`src/rtl/matrix_result_serializer_if.sv`:
```
// ============================================================================
// Module   : matrix_result_serializer_if
// Purpose  : Valid/ready byte stream from the serializer to a byte sink.
// Revision : 1.0
// ============================================================================
`default_nettype none

interface matrix_result_serializer_if;
  logic [7:0] tx_data;
  logic       tx_valid;
  logic       tx_ready;

  modport master (output tx_data, output tx_valid, input tx_ready);
  modport slave  (input tx_data, input tx_valid, output tx_ready);
endinterface

`default_nettype wire

```
`src/rtl/matrix_result_serializer.sv`:
```
// ============================================================================
// Module   : matrix_result_serializer
// Purpose  : Frames a 3x3 16-bit result matrix as HEADER, 18 data bytes, XOR.
// Revision : 1.0
// ============================================================================
`default_nettype none

module matrix_result_serializer #(
  parameter logic [7:0] HEADER = 8'hA5
) (
  input  wire logic                    clk,
  input  wire logic                    rst,
  input  wire logic [15:0]             c0,
  input  wire logic [15:0]             c1,
  input  wire logic [15:0]             c2,
  input  wire logic [15:0]             c3,
  input  wire logic [15:0]             c4,
  input  wire logic [15:0]             c5,
  input  wire logic [15:0]             c6,
  input  wire logic [15:0]             c7,
  input  wire logic [15:0]             c8,
  input  wire logic                    done,
  matrix_result_serializer_if.master   tx,
  output logic                         busy,
  output logic                         frame_sent,
  output logic                         overrun,
  output logic [15:0]                  frame_count
);

  localparam logic [4:0] c_LAST_IDX = 5'd17;

  typedef enum logic [1:0] {
    IDLE = 2'd0,
    HDR  = 2'd1,
    DATA = 2'd2,
    CHK  = 2'd3
  } state_t;

  state_t      state_q, state_d;
  logic        done_q, done_d;
  logic [4:0]  idx_q, idx_d;
  logic [7:0]  chk_q, chk_d;
  logic [15:0] mat_q [9];
  logic [15:0] mat_d [9];
  logic        frame_sent_q, frame_sent_d;
  logic        overrun_q, overrun_d;
  logic [15:0] frame_count_q, frame_count_d;

  logic        w_trigger;
  logic        w_valid;
  logic        w_xfer;
  logic [15:0] w_word;
  logic [7:0]  w_data_byte;
  logic [7:0]  w_tx_data;

  always_comb begin
    w_trigger   = done & ~done_q;
    w_valid     = (state_q != IDLE);
    w_xfer      = w_valid & tx.tx_ready;
    // Even index selects the high byte of the word so each word goes out MSB first.
    w_word      = mat_q[idx_q[4:1]];
    w_data_byte = idx_q[0] ? w_word[7:0] : w_word[15:8];

    unique case (state_q)
      HDR:     w_tx_data = HEADER;
      DATA:    w_tx_data = w_data_byte;
      CHK:     w_tx_data = chk_q;
      default: w_tx_data = 8'h00;
    endcase

    state_d       = state_q;
    done_d        = done;
    idx_d         = idx_q;
    chk_d         = chk_q;
    mat_d         = mat_q;
    frame_sent_d  = 1'b0;
    frame_count_d = frame_count_q;
    // A rising done while a frame is in flight (including its final CHK beat) is dropped.
    overrun_d     = overrun_q | (w_trigger & w_valid);

    unique case (state_q)
      IDLE: begin
        if (w_trigger) begin
          mat_d   = '{c0, c1, c2, c3, c4, c5, c6, c7, c8};
          idx_d   = 5'd0;
          chk_d   = 8'h00;
          state_d = HDR;
        end
      end
      HDR: begin
        if (w_xfer) state_d = DATA;
      end
      DATA: begin
        if (w_xfer) begin
          chk_d = chk_q ^ w_data_byte;
          if (idx_q == c_LAST_IDX) begin
            idx_d   = 5'd0;
            state_d = CHK;
          end else begin
            idx_d = idx_q + 5'd1;
          end
        end
      end
      CHK: begin
        if (w_xfer) begin
          state_d       = IDLE;
          frame_sent_d  = 1'b1;
          frame_count_d = frame_count_q + 16'd1;
        end
      end
      default: state_d = IDLE;
    endcase
  end

  always_ff @(posedge clk or posedge rst) begin
    if (rst) begin
      state_q       <= IDLE;
      done_q        <= 1'b0;
      idx_q         <= 5'd0;
      chk_q         <= 8'h00;
      mat_q         <= '{default: 16'h0000};
      frame_sent_q  <= 1'b0;
      overrun_q     <= 1'b0;
      frame_count_q <= 16'h0000;
    end else begin
      state_q       <= state_d;
      done_q        <= done_d;
      idx_q         <= idx_d;
      chk_q         <= chk_d;
      mat_q         <= mat_d;
      frame_sent_q  <= frame_sent_d;
      overrun_q     <= overrun_d;
      frame_count_q <= frame_count_d;
    end
  end

  assign tx.tx_data  = w_tx_data;
  assign tx.tx_valid = w_valid;
  assign busy        = w_valid;
  assign frame_sent  = frame_sent_q;
  assign overrun     = overrun_q;
  assign frame_count = frame_count_q;

endmodule

`default_nettype wire
```
`src/flat_wrapper.sv`:
```
// flat-port wrapper written by rule: the top's interface ports become plain ports
module matrix_result_serializer_flat 
#(
  parameter logic [7:0] HEADER = 8'hA5
)
  (clk, rst, c0, c1, c2, c3, c4, c5, c6, c7, c8, done, busy, frame_sent, overrun, frame_count, tx_tx_data, tx_tx_valid, tx_tx_ready);
  matrix_result_serializer_if tx_i ();
  input  wire logic clk;
  input  wire logic rst;
  input  wire logic [15:0] c0;
  input  wire logic [15:0] c1;
  input  wire logic [15:0] c2;
  input  wire logic [15:0] c3;
  input  wire logic [15:0] c4;
  input  wire logic [15:0] c5;
  input  wire logic [15:0] c6;
  input  wire logic [15:0] c7;
  input  wire logic [15:0] c8;
  input  wire logic done;
  output logic busy;
  output logic frame_sent;
  output logic overrun;
  output logic [15:0] frame_count;
  output wire logic [$bits(tx_i.tx_data)-1:0] tx_tx_data;
  output wire logic [$bits(tx_i.tx_valid)-1:0] tx_tx_valid;
  input wire logic [$bits(tx_i.tx_ready)-1:0] tx_tx_ready;
  assign tx_tx_data = tx_i.tx_data;
  assign tx_tx_valid = tx_i.tx_valid;
  assign tx_i.tx_ready = tx_tx_ready;
  matrix_result_serializer #(.HEADER(HEADER)) u_core (.clk(clk), .rst(rst), .c0(c0), .c1(c1), .c2(c2), .c3(c3), .c4(c4), .c5(c5), .c6(c6), .c7(c7), .c8(c8), .done(done), .tx(tx_i), .busy(busy), .frame_sent(frame_sent), .overrun(overrun), .frame_count(frame_count));
endmodule
```
`config.mk`:
```
export PLATFORM = sky130hd
export DESIGN_NAME = matrix_result_serializer_flat
export DESIGN_NICKNAME = d
export VERILOG_FILES = /design/src/rtl/matrix_result_serializer_if.sv /design/src/rtl/matrix_result_serializer.sv /design/src/flat_wrapper.sv
export SDC_FILE = /design/constraint.sdc
export NUM_CORES = 1
export LEC_CHECK = 0
export CORE_MARGIN = 2
export CORE_UTILIZATION = 40
export CTS_CLUSTER_DIAMETER = 100
export CTS_CLUSTER_SIZE = 24
export DETAILED_ROUTE_END_ITERATION = 7
export DONT_BUFFER_PORTS = 1
export PLACE_DENSITY = 0.58
export SLEW_MARGIN = 40
export SYNTH_ARGS = -nofsm -noshare
export SYNTH_HDL_FRONTEND = slang
export SYNTH_SLANG_ARGS = --single-unit
```
`constraint.sdc`:
```
create_clock -name clk -period 6.8 [get_ports clk]
set_input_delay 0.68 -clock clk [delete_from_list [all_inputs] [get_ports clk]]
set_output_delay 0.68 -clock clk [all_outputs]
set_load 0.01 [all_outputs]
```
==> Word level (Yosys, flattened, before mapping) <==
Cells that the tools add are included.
{ "word_totals": {"input_bits": 148, "reg_bits": 178, "word_cells": 62} }
{ "op_classes": {"n_mux": 20, "eq_ne": 9, "n_addsub": 2, "bitwise": 7, "order_cmp": 1, "n_reduce_logical": 7} }
{ "ops": {"columns": ["op", "count"], "rows": [
  ["16-bit binary-select mux with 4-bit select", 1],
  ["16-bit two-way mux", 2],
  ["8-bit two-way mux", 3],
  ["8-bit case mux with 3 select lines", 1],
  ["16-bit by 1-bit adder with 16-bit output, second input constant", 1],
  ["8-bit case mux with 2 select lines", 1],
  ["5-bit two-way mux", 3],
  ["2-bit two-way mux", 5],
  ["2-bit by 1-bit != test with 1-bit output, second input constant", 5],
  ["5-bit case mux with 2 select lines", 1],
  ["2-bit case mux with 4 select lines", 1],
  ["8-bit bitwise XOR", 1],
  ["5-bit by 1-bit adder with 5-bit output, second input constant", 1],
  ["5-bit equality test, second input constant", 1],
  ["5-bit greater-or-equal comparator, second input constant", 1],
  ["4-bit inverter with 5-bit output", 1],
  ["5-bit AND reduction", 1],
  ["2-bit equality test, second input constant", 2],
  ["2-bit AND reduction", 2],
  ["2-bit nonzero test", 2],
  ["1-bit AND", 3],
  ["3-bit AND reduction", 1],
  ["2-bit by 1-bit equality test with 1-bit output, second input constant", 1],
  ["2-bit zero test", 1],
  ["3 further kinds", 4]
]} }

==> Logic depth before layout (Yosys ltp) <==
Gate-level depths: netlist (run 1).
{ "depth": {"ltp_word": 8, "depth_mapped": 10, "mapped_depth_nobuf": 7} }

==> Least setup slack after synthesis (run 1) <==
No wires, ideal clock.
{ "synth_timing": {"path_kind": "register to output", "start": "register u_core.idx_q[1]", "end": "output tx_tx_data[4]", "path_buffers": 2, "slack_ps": 4229, "t_required_ps": 6120, "path_stages_with_launch": 8, "t_arrival_ps": 1891, "cell_sequence": "dfrtp_1 buf_6 buf_12 mux4_2 a2bb2oi_1 a221oi_1 nor2_1 a22o_1"} }
{ "synth_between": {"elab_chain_len": 6} }
{ "synth_lines": {"columns": ["item", "line_no", "rtl"], "rows": [
  ["from (decl)", "matrix_result_serializer.sv:41", "logic [4:0] idx_q, idx_d;"],
  ["from (signal assigned)", "matrix_result_serializer.sv:128", "idx_q <= idx_d;"],
  ["4-bit inverter with 5-bit output (implied by the code)", "matrix_result_serializer.sv:61", "w_word = mat_q[idx_q[4:1]];"],
  ["16-bit binary-select mux with 4-bit select", "matrix_result_serializer.sv:61", null],
  ["16-bit two-way mux (implied by the code) (2 in series)", "matrix_result_serializer.sv:61", null],
  ["8-bit two-way mux", "matrix_result_serializer.sv:62", "w_data_byte = idx_q[0] ? w_word[7:0] : w_word[15:8];"],
  ["8-bit case mux with 3 select lines", "matrix_result_serializer.sv:64", "unique case (state_q)"],
  ["to (decl)", "flat_wrapper.sv:24", "output wire logic [$bits(tx_i.tx_data)-1:0] tx_tx_data;"]
]} }
No other way between the ends. The select of a mux whose other input is x is not followed.

==> Worst setup path in the final report (run 1) <==
{ "layout_timing": {"start": "register u_core.idx_q[1]", "end": "output tx_tx_data[0]"} }
Same word-level chain as after synthesis.

==> results of run 1 <==
[layer usage]
metal | global-route usage [%] | routed length [µm]
met5 | 0 | 31
met4 | 5.52 | 197
met3 | 8.62 | 1880
met2 | 30.1 | 9890
met1 | 24.9 | 8790
[final timing paths]
kind / endpoint / slack [ns] / cells past startpoint / from
min in group clk: u_core.done_q / 0.27 / 0 / done
max reg2reg: u_core.mat_q[57] / 3.71 / 7 / u_core.state_q[1]
max: tx_tx_data[0] / 3.00 / 5 / u_core.idx_q[1]
min reg2reg: u_core.mat_q[51] / 0.50 / 1 / u_core.mat_q[51]
max in group asynchronous: u_core.mat_q[117] / 5.41 / 2 / rst
min: u_core.frame_count[10] / 0.21 / 1 / rst
[sequential cells by signal (all words and copies together), names as in the netlist]
register            flops
u_core.done_q           1
u_core.overrun          1
u_core.chk_q            8
u_core.frame_sent       1
u_core.state_q          2
u_core.mat_q          144
u_core.frame_count     16
u_core.idx_q            5
[power groups by stage]
stage                     Combinational (mW)  Clock, mW  Sequential [mW]
final                                   1.49      0.995             1.90
after global routing                    1.61       1.07             1.96
after CTS                               1.51       1.02             1.90
after detailed placement                1.50          0             1.92
after global placement                  1.41          0             1.93
after floorplan                         1.25          0             1.73
[layout make-up]
type / instances / area, µm²
fill: 1821 / 11200
tap: 270 / 338
timing repair buffer: 8 / 92.6
multi-input combinational: 370 / 3570
clock inverter: 13 / 149
sequential: 178 / 4460
inverter: 7 / 33.8
clock buffer: 19 / 443
antenna: 8 / 20.0
[per-stage QoR]
stage                     worst slack [ns]  cells  power, mW
final                                 3.00    873       4.39
after CTS                             2.93    864       4.42
after detailed placement              3.40    832       3.42
after global routing                  2.79    870       4.65
after global placement                3.16    830       3.34
after floorplan                       1.29    594       2.98
[placed cells by master (no fill, tap or decap), types with 8 or more instances in the layout]
cell type	instances
a21oi_1	32
a221oi_1	13
a2bb2oi_1	16
clkbuf_16	17
dfrtp_1	177
diode_2	8
mux2_2	146
mux2i_1	32
mux4_2	12
nand2_1	15
nor2_1	13
o31ai_1	9
or4_1	8
xnor2_1	9
[cells by family after synthesis]
kind of cell	Yosys count	synth area share, %
mux	194	28.1
buf+inv	46	3.55
fa+ha+maj	7	1.05
flops	178	53.6
simple gates	62	4.17
compound gates	92	7.93
xor+xnor	15	1.58
[critical path, stage by stage (launching register included)]
cell and delay [ns]:
dfrtp_4 0.80, buf_12 0.28, mux4_1 0.62, a2bb2oi_1 0.15, a221oi_1 0.55, o32ai_1 0.25
==> flow_summary.json, run 1 <==
{
  "run_status": "complete, no violations",
  "hold_ws_ns": 0.209,
  "internal-power_mw": 2.89,
  "num_io_pins": 176,
  "die_w_um": 148,
  "seqPwrFrac_pct": 43.3,
  "core_um2": 20300,
  "place.gp.congestion": 0.806,
  "cts_tree": "done",
  "postCtsHoldBufs": 0,
  "synth_most_common_cell": "dfrtp_1",
  "grt_max_degree": 102,
  "netlist_top_cells_count": "dfrtp_1, mux2_2, a21oi_1, mux2i_1, clkbuf_1",
  "cts_resized": 0,
  "synth_nets": 749,
  "synth-edff-count": 0,
  "nets": 737,
  "clkSinkCount": 178,
  "routedWlPerCell_um": 23.8,
  "period_share_pct": 55.9,
  "synth_ff_type": "dfrtp_1",
  "yosys_warnings": 0,
  "first_pass_iters": 5,
  "setup_viol": 0,
  "min_period_ns": 3.80,
  "drc": 0,
  "hold_viol": 0,
  "end_kind": "output pin",
  "final_util_pct": 44.9,
  "cp_data_required_time_ns": 6.12,
  "power_frac_comb_pct": 34.0,
  "syn-cell-area_um2": 8310,
  "path_class": "register to output pin",
  "grt_overflow": 0,
  "rsz0062_at_grt": "false",
  "start_util_pct": 41.0,
  "tightest_slew_ns": 0.729,
  "p_leak_nw": 3.73,
  "placementRows": 52,
  "drv_slew": 0,
  "slew-limit-headroom_pct": 51.3,
  "timing.critical_path.arrival_ns": 3.12,
  "fin_tns_setup_ns": 0,
  "critPathMaxFanout": 30,
  "syn_area_per_cell_um2": 14.0,
  "drt_iter0_drc": 337,
  "fp.dieH_um": 148,
  "synth.area.top_cells": "dfrtp_1, mux2_2, mux2i_1",
  "worstSetupStartpointType": "register",
  "fmax_ghz": 0.263,
  "cts_root_buf": "clkbuf_16",
  "async_flop_share_pct": 100,
  "cts_buffers": 17,
  "p_sw_share_pct": 34.2,
  "antenna_found_initial": 10,
  "via_per_inst": 5.73,
  "vias": 4998,
  "design_area_um2": 9110,
  "grt_use_total_pct": 19.4,
  "drv_cap": 0,
  "p_clk_share_pct": 22.7,
  "hpwl_mm": 15.4,
  "synth_cells": 594,
  "clk_pin_slew_ns": 0.07,
  "finClkSkew_ns": 0.0221,
  "irDropWorstVdd_uv": 221,
  "clk_latency_ns": 0.44,
  "yosysTopAreaCell": "dfrtp_1",
  "seq_area_frac_synth_pct": 53.6,
  "numPortBuffers": 0,
  "drive_gt1_share_pct": 35.0,
  "yosysUniqueCellTypes": 43,
  "grt_pass1_vias": 5277,
  "design.die.area_um2": 22000,
  "synth-seq-cells": 178,
  "h-tree-depth": 4,
  "power_density_nw_per_um2": 482,
  "switchingPower_mw": 1.50,
  "clockBufferDepth": 2,
  "ant_nets": 0,
  "hold_class": "input pin to asynchronous set/reset pin",
  "post_cts_buffers": 0,
  "placed_cell_area_um2": 8480,
  "grt_pass1_wl_mm": 31.8,
  "synth_top_area_share_pct": 53.6,
  "drt_wl_total_mm": 20.8,
  "area_growth_pct": 9.53
}
Note: power is estimated with default switching activity, not from simulation.
==> run 2, diff against run 1 <==
==> constraint.sdc (replaced) <==
create_clock -name clk -period 3.9 [get_ports clk]
set_input_delay 0.39 -clock clk [delete_from_list [all_inputs] [get_ports clk]]
set_output_delay 0.39 -clock clk [all_outputs]
set_load 0.01 [all_outputs]
==> run 2 against run 1 <==
  * Critical path depth stayed put
  * Die area stayed put
  * Largest power group unchanged
  * Sequential share of layout area is 0.27 points lower
  * Highest routed layer unchanged
==> flow_summary.json, run 2 (synthesis gave the netlist of run 1 again) <==
{
  "drt_wl_total_mm": 19.8,
  "clkSinkCount": 178,
  "grt_use_total_pct": 18.8,
  "fmax_ghz": 0.300,
  "slew-limit-headroom_pct": 51.7,
  "fp.dieH_um": 148,
  "nets": 744,
  "fin_tns_setup_ns": 0,
  "timing.critical_path.arrival_ns": 2.94,
  "drv_cap": 0,
  "num_io_pins": 176,
  "routedWlPerCell_um": 22.6,
  "hpwl_mm": 14.7,
  "start_util_pct": 41.0,
  "setup_viol": 0,
  "vias": 4916,
  "p_total_mw": 7.54,
  "grt_pass1_vias": 5295,
  "antenna_found_initial": 7,
  "critPathMaxFanout": 36,
  "cts_tree": "done",
  "largest_reg_flops": 144,
  "cts_root_buf": "clkbuf_16",
  "die_w_um": 148,
  "grt_overflow": 0,
  "clk_pin_slew_ns": 0.07,
  "clockBufferDepth": 2,
  "grt_max_degree": 84,
  "drc": 0,
  "drv_slew": 0,
  "path_class": "register to output pin",
  "postCtsHoldBufs": 2,
  "drive_gt1_share_pct": 35.4,
  "min_period_ns": 3.33,
  "slowest_delay_ns": 0.85,
  "grt_pass1_wl_mm": 31.2,
  "layout_commonest_cell": "dfrtp_1",
  "slowest_stage": "dfrtp_4",
  "hold_class": "input pin to register",
  "hold_viol": 0,
  "p_leak_nw": 3.75,
  "final_util_pct": 45.1,
  "numPortBuffers": 0,
  "design_area_um2": 9160,
  "layout_common_cells": "dfrtp_1, mux2_2, mux2i_1, a21oi_1, clkbuf_16",
  "via_per_inst": 5.60,
  "power_density_nw_per_um2": 823,
  "period_share_pct": 85.4,
  "rsz0062_at_grt": "false",
  "h-tree-depth": 4,
  "placed_cell_area_um2": 8520,
  "clk_latency_ns": 0.43,
  "post_cts_buffers": 0,
  "cts_resized": 0,
  "ant_nets": 0,
  "placedCellCount": 837,
  "crit_family": "compound AO/OA/AOI/OAI gates",
  "first_pass_iters": 4,
  "end_kind": "output pin",
  "cp_data_required_time_ns": 3.51,
  "regMostFlops": "u_core.mat_q",
  "tightest_slew_ns": 0.724,
  "area_growth_pct": 10.1,
  "place.gp.congestion": 0.799,
  "worstSetupStartpointType": "register",
  "irDropWorstVdd_uv": 408,
  "cts_buffers": 17,
  "design.die.area_um2": 22000,
  "placementRows": 52,
  "crit_buf_inv": 0,
  "core_um2": 20300,
  "finClkSkew_ns": 0.0144,
  "run_status": "complete, no violations",
  "drt_iter0_drc": 207,
  "instances_no_fill": 878,
  "crit_chain": "mux4_1 -> a2bb2oi_1 -> a221oi_1 -> nor2_1 -> a22o_1"
}
-- run 2: per-stage QoR --
step	setup slack (ns)	hold slack, ns
floorplan	1.23	0.421
global placement	1.01	0.345
detailed placement	0.964	0.359
CTS	0.495	0.0840
global route	0.361	0.0796
finish	0.568	0.103
-- run 2: final cells by class --
type | instances | area (µm²)
fill | 1823 | 11100
clock buffer | 18 | 439
multi-input combinational | 370 | 3570
inverter | 7 | 30.0
antenna | 6 | 15.0
sequential | 178 | 4460
tap | 270 | 338
clock inverter | 14 | 150
timing repair buffer | 15 | 155
-- run 2: layer usage --
metal / share of wire (%) / track usage [%]
met1: 43 / 24.1
met2: 48 / 30.1
met3: 7.4 / 6.96
met4: 1.4 / 5.38
met5: 0.17 / 0
-- run 2: final timing paths --
path	slack, ns	start	depth (start not counted)	end
worst min register to register	0.50	u_core.mat_q[21]	1	u_core.mat_q[21]
worst max register to register	1.21	u_core.state_q[1]	6	u_core.mat_q[2]
min in group asynchronous	0.50	rst	2	u_core.frame_count[10]
worst min-delay path	0.10	c7[11]	1	u_core.mat_q[27]
worst max-delay path	0.57	u_core.idx_q[1]	5	tx_tx_data[3]
max in group asynchronous	2.43	rst	3	u_core.mat_q[111]
-- run 2: report_power, final --
group | leakage, nW | internal, mW | total (mW) | switching, mW
Sequential | 2.15 | 2.69 | 3.28 | 0.593
Combinational | 1.31 | 1.38 | 2.56 | 1.18
Clock | 0.278 | 0.920 | 1.70 | 0.779
Total | 3.75 | 4.99 | 7.54 | 2.55
==> run 3, diff against run 2 <==
--- a/config.mk
+++ b/config.mk
@@ -11,7 +11,7 @@
 export CTS_CLUSTER_SIZE = 24
 export DETAILED_ROUTE_END_ITERATION = 7
 export DONT_BUFFER_PORTS = 1
-export PLACE_DENSITY = 0.58
+export PLACE_DENSITY = 0.6
 export SLEW_MARGIN = 40
 export SYNTH_ARGS = -nofsm -noshare
 export SYNTH_HDL_FRONTEND = slang
==> constraint.sdc (replaced) <==
create_clock -name clk -period 3 [get_ports clk]
set_input_delay 0.3 -clock clk [delete_from_list [all_inputs] [get_ports clk]]
set_output_delay 0.3 -clock clk [all_outputs]
set_load 0.01 [all_outputs]
==> run 3 against run 2 <==
  * First-iteration DRC count grew 69%
  * Worst hold slack worse by 0.085 ns
  * Sequential power grew 29%
  * Total power up 38%
  * Highest routed layer unchanged
  * Final cell count increased by 8.2%
  * Design area up 9.7%
  * Critical path type unchanged
  * Register-to-register slack worse by 0.71 ns
  * Critical path depth increased by 1
  * Via count grew 8.5%
==> flow_summary.json, run 3 (synthesis gave the netlist of run 1 again) <==
{
  "rsz0062_at_grt": "true",
  "first_pass_iters": 7,
  "timing.critical_path.arrival_ns": 2.63,
  "min_period_ns": 2.93,
  "path_class": "register to output pin",
  "largest_reg_flops": 144,
  "regMostFlops": "u_core.mat_q",
  "fillers": 1753,
  "via_per_inst": 5.61,
  "grt_pass1_wl_mm": 32.8,
  "drc": 0,
  "drt_wl_total_mm": 21.1,
  "start_util_pct": 41.0,
  "worstSetupStartpointType": "register",
  "drv_cap": 0,
  "met1_length_mm": 8.95,
  "place.gp.congestion": 0.834,
  "clockBufferDepth": 2,
  "ff2ff_path_depth": 6,
  "fin_tns_setup_ns": 0,
  "met2_length_mm": 10.2,
  "grt_use_total_pct": 19.6,
  "vias": 5333,
  "grt_max_degree": 107,
  "ant_nets": 0,
  "slowest_delay_ns": 0.57,
  "hp-start": "c7[6]",
  "design_area_um2": 10000,
  "layout_common_cells": "dfrtp_1, mux2_2, dlygate4sd3_1, mux2i_1, a21oi_1",
  "p_leak_nw": 4.13,
  "slew-limit-headroom_pct": 48.8,
  "design.die.area_um2": 22000,
  "crit_buf_inv": 2,
  "crit_chain": "buf_12 -> mux4_2 -> a2bb2oi_2 -> a221oi_2 -> o32ai_2 -> buf_4",
  "area_growth_pct": 20.9,
  "die_w_um": 148,
  "hold_class": "input pin to register",
  "cp_data_required_time_ns": 2.70,
  "whs_path_depth": 1,
  "routedWlPerCell_um": 22.3,
  "layout_commonest_cell": "dfrtp_1",
  "placementRows": 52,
  "end_kind": "output pin",
  "drive_gt1_share_pct": 35.7,
  "fmax_ghz": 0.341,
  "cp_num_cells": 6,
  "cts_buffers": 17,
  "clkSinkCount": 178,
  "antenna_found_initial": 9,
  "run_status": "complete, no violations",
  "grt_pass1_vias": 5665,
  "h-tree-depth": 4,
  "cts_tree": "done",
  "grt_overflow": 0,
  "nets": 819,
  "critPathMaxFanout": 10,
  "highest_layer": "met5",
  "fp.dieH_um": 148,
  "wl_met3_mm": 1.76,
  "slowest_stage": "mux4_2",
  "numPortBuffers": 0,
  "irDropWorstVdd_uv": 476,
  "crit_start": "u_core.idx_q[1]",
  "rrSetupSlack_ns": 0.50,
  "placed_cell_area_um2": 8620,
  "hpwl_mm": 15.1,
  "period_share_pct": 97.8,
  "num_io_pins": 176,
  "tightest_slew_ns": 0.760,
  "crit_family": "compound AO/OA/AOI/OAI gates",
  "setup_viol": 0,
  "hold_viol": 0,
  "rr_startpoint": "u_core.state_q[1]",
  "clk_latency_ns": 0.44,
  "cts_root_buf": "clkbuf_16",
  "finClkSkew_ns": 0.0149,
  "drv_slew": 0,
  "clk_pin_slew_ns": 0.07,
  "power_density_nw_per_um2": 1030,
  "core_um2": 20300,
  "drt_iter0_drc": 349,
  "p_total_mw": 10.4
}
-- run 3: power by group --
group	internal, mW	switching [mW]	total [mW]
combinational	2.08	1.77	3.85
sequential	3.50	0.734	4.23
clock	1.32	0.977	2.30
-- run 3: what timing repair did --
action	4_1_cts	5_1_grt
pin swaps	1	1
setup buffers	6	1
hold buffers	56	6
hold endpoints to repair	127	6
endpoints found under the setup margin	7	8
gates resized for setup	5	12
-- run 3: area by class of cell --
cell class / instances / area [µm²] / area share [%]
antenna: 5 / 12.5 / 0.125
clock buffer: 17 / 425 / 4.23
clock inverter: 13 / 173 / 1.72
inverter: 7 / 30.0 / 0.299
multi-input combinational: 370 / 3660 / 36.4
sequential: 178 / 4460 / 44.4
tap: 270 / 338 / 3.36
timing repair buffer: 90 / 951 / 9.46
-- run 3: worst paths after layout --
path / to
max: tx_tx_data[0]
min: u_core.mat_q[22]
max reg2reg: u_core.mat_q[57]
min reg2reg: u_core.mat_q[58]
max in group asynchronous: u_core.idx_q[1]
min in group asynchronous: u_core.frame_count[12]
-- run 3: per-layer routing --
| layer | vias up | GRT usage (%) |
|---|---|---|
| li1 | 2375 | - |
| met5 | - | 0 |
| met3 | 27 | 7.42 |
| met4 | 6 | 5.00 |
| met1 | 2711 | 25.0 |
| met2 | 214 | 31.6 |
-- run 3: through the flow --
step	worst slack (ns)	utilization [%]	hold slack, ns	std cells
floorplan	0.419	-	0.331	594
global placement	0.317	42.3	0.332	845
detailed placement	0.248	42.5	0.310	846
CTS	0.0133	48.7	0.000230	938
global route	-0.0183	49.5	0.0000366	947
finish	0.0668	49.5	0.0178	950
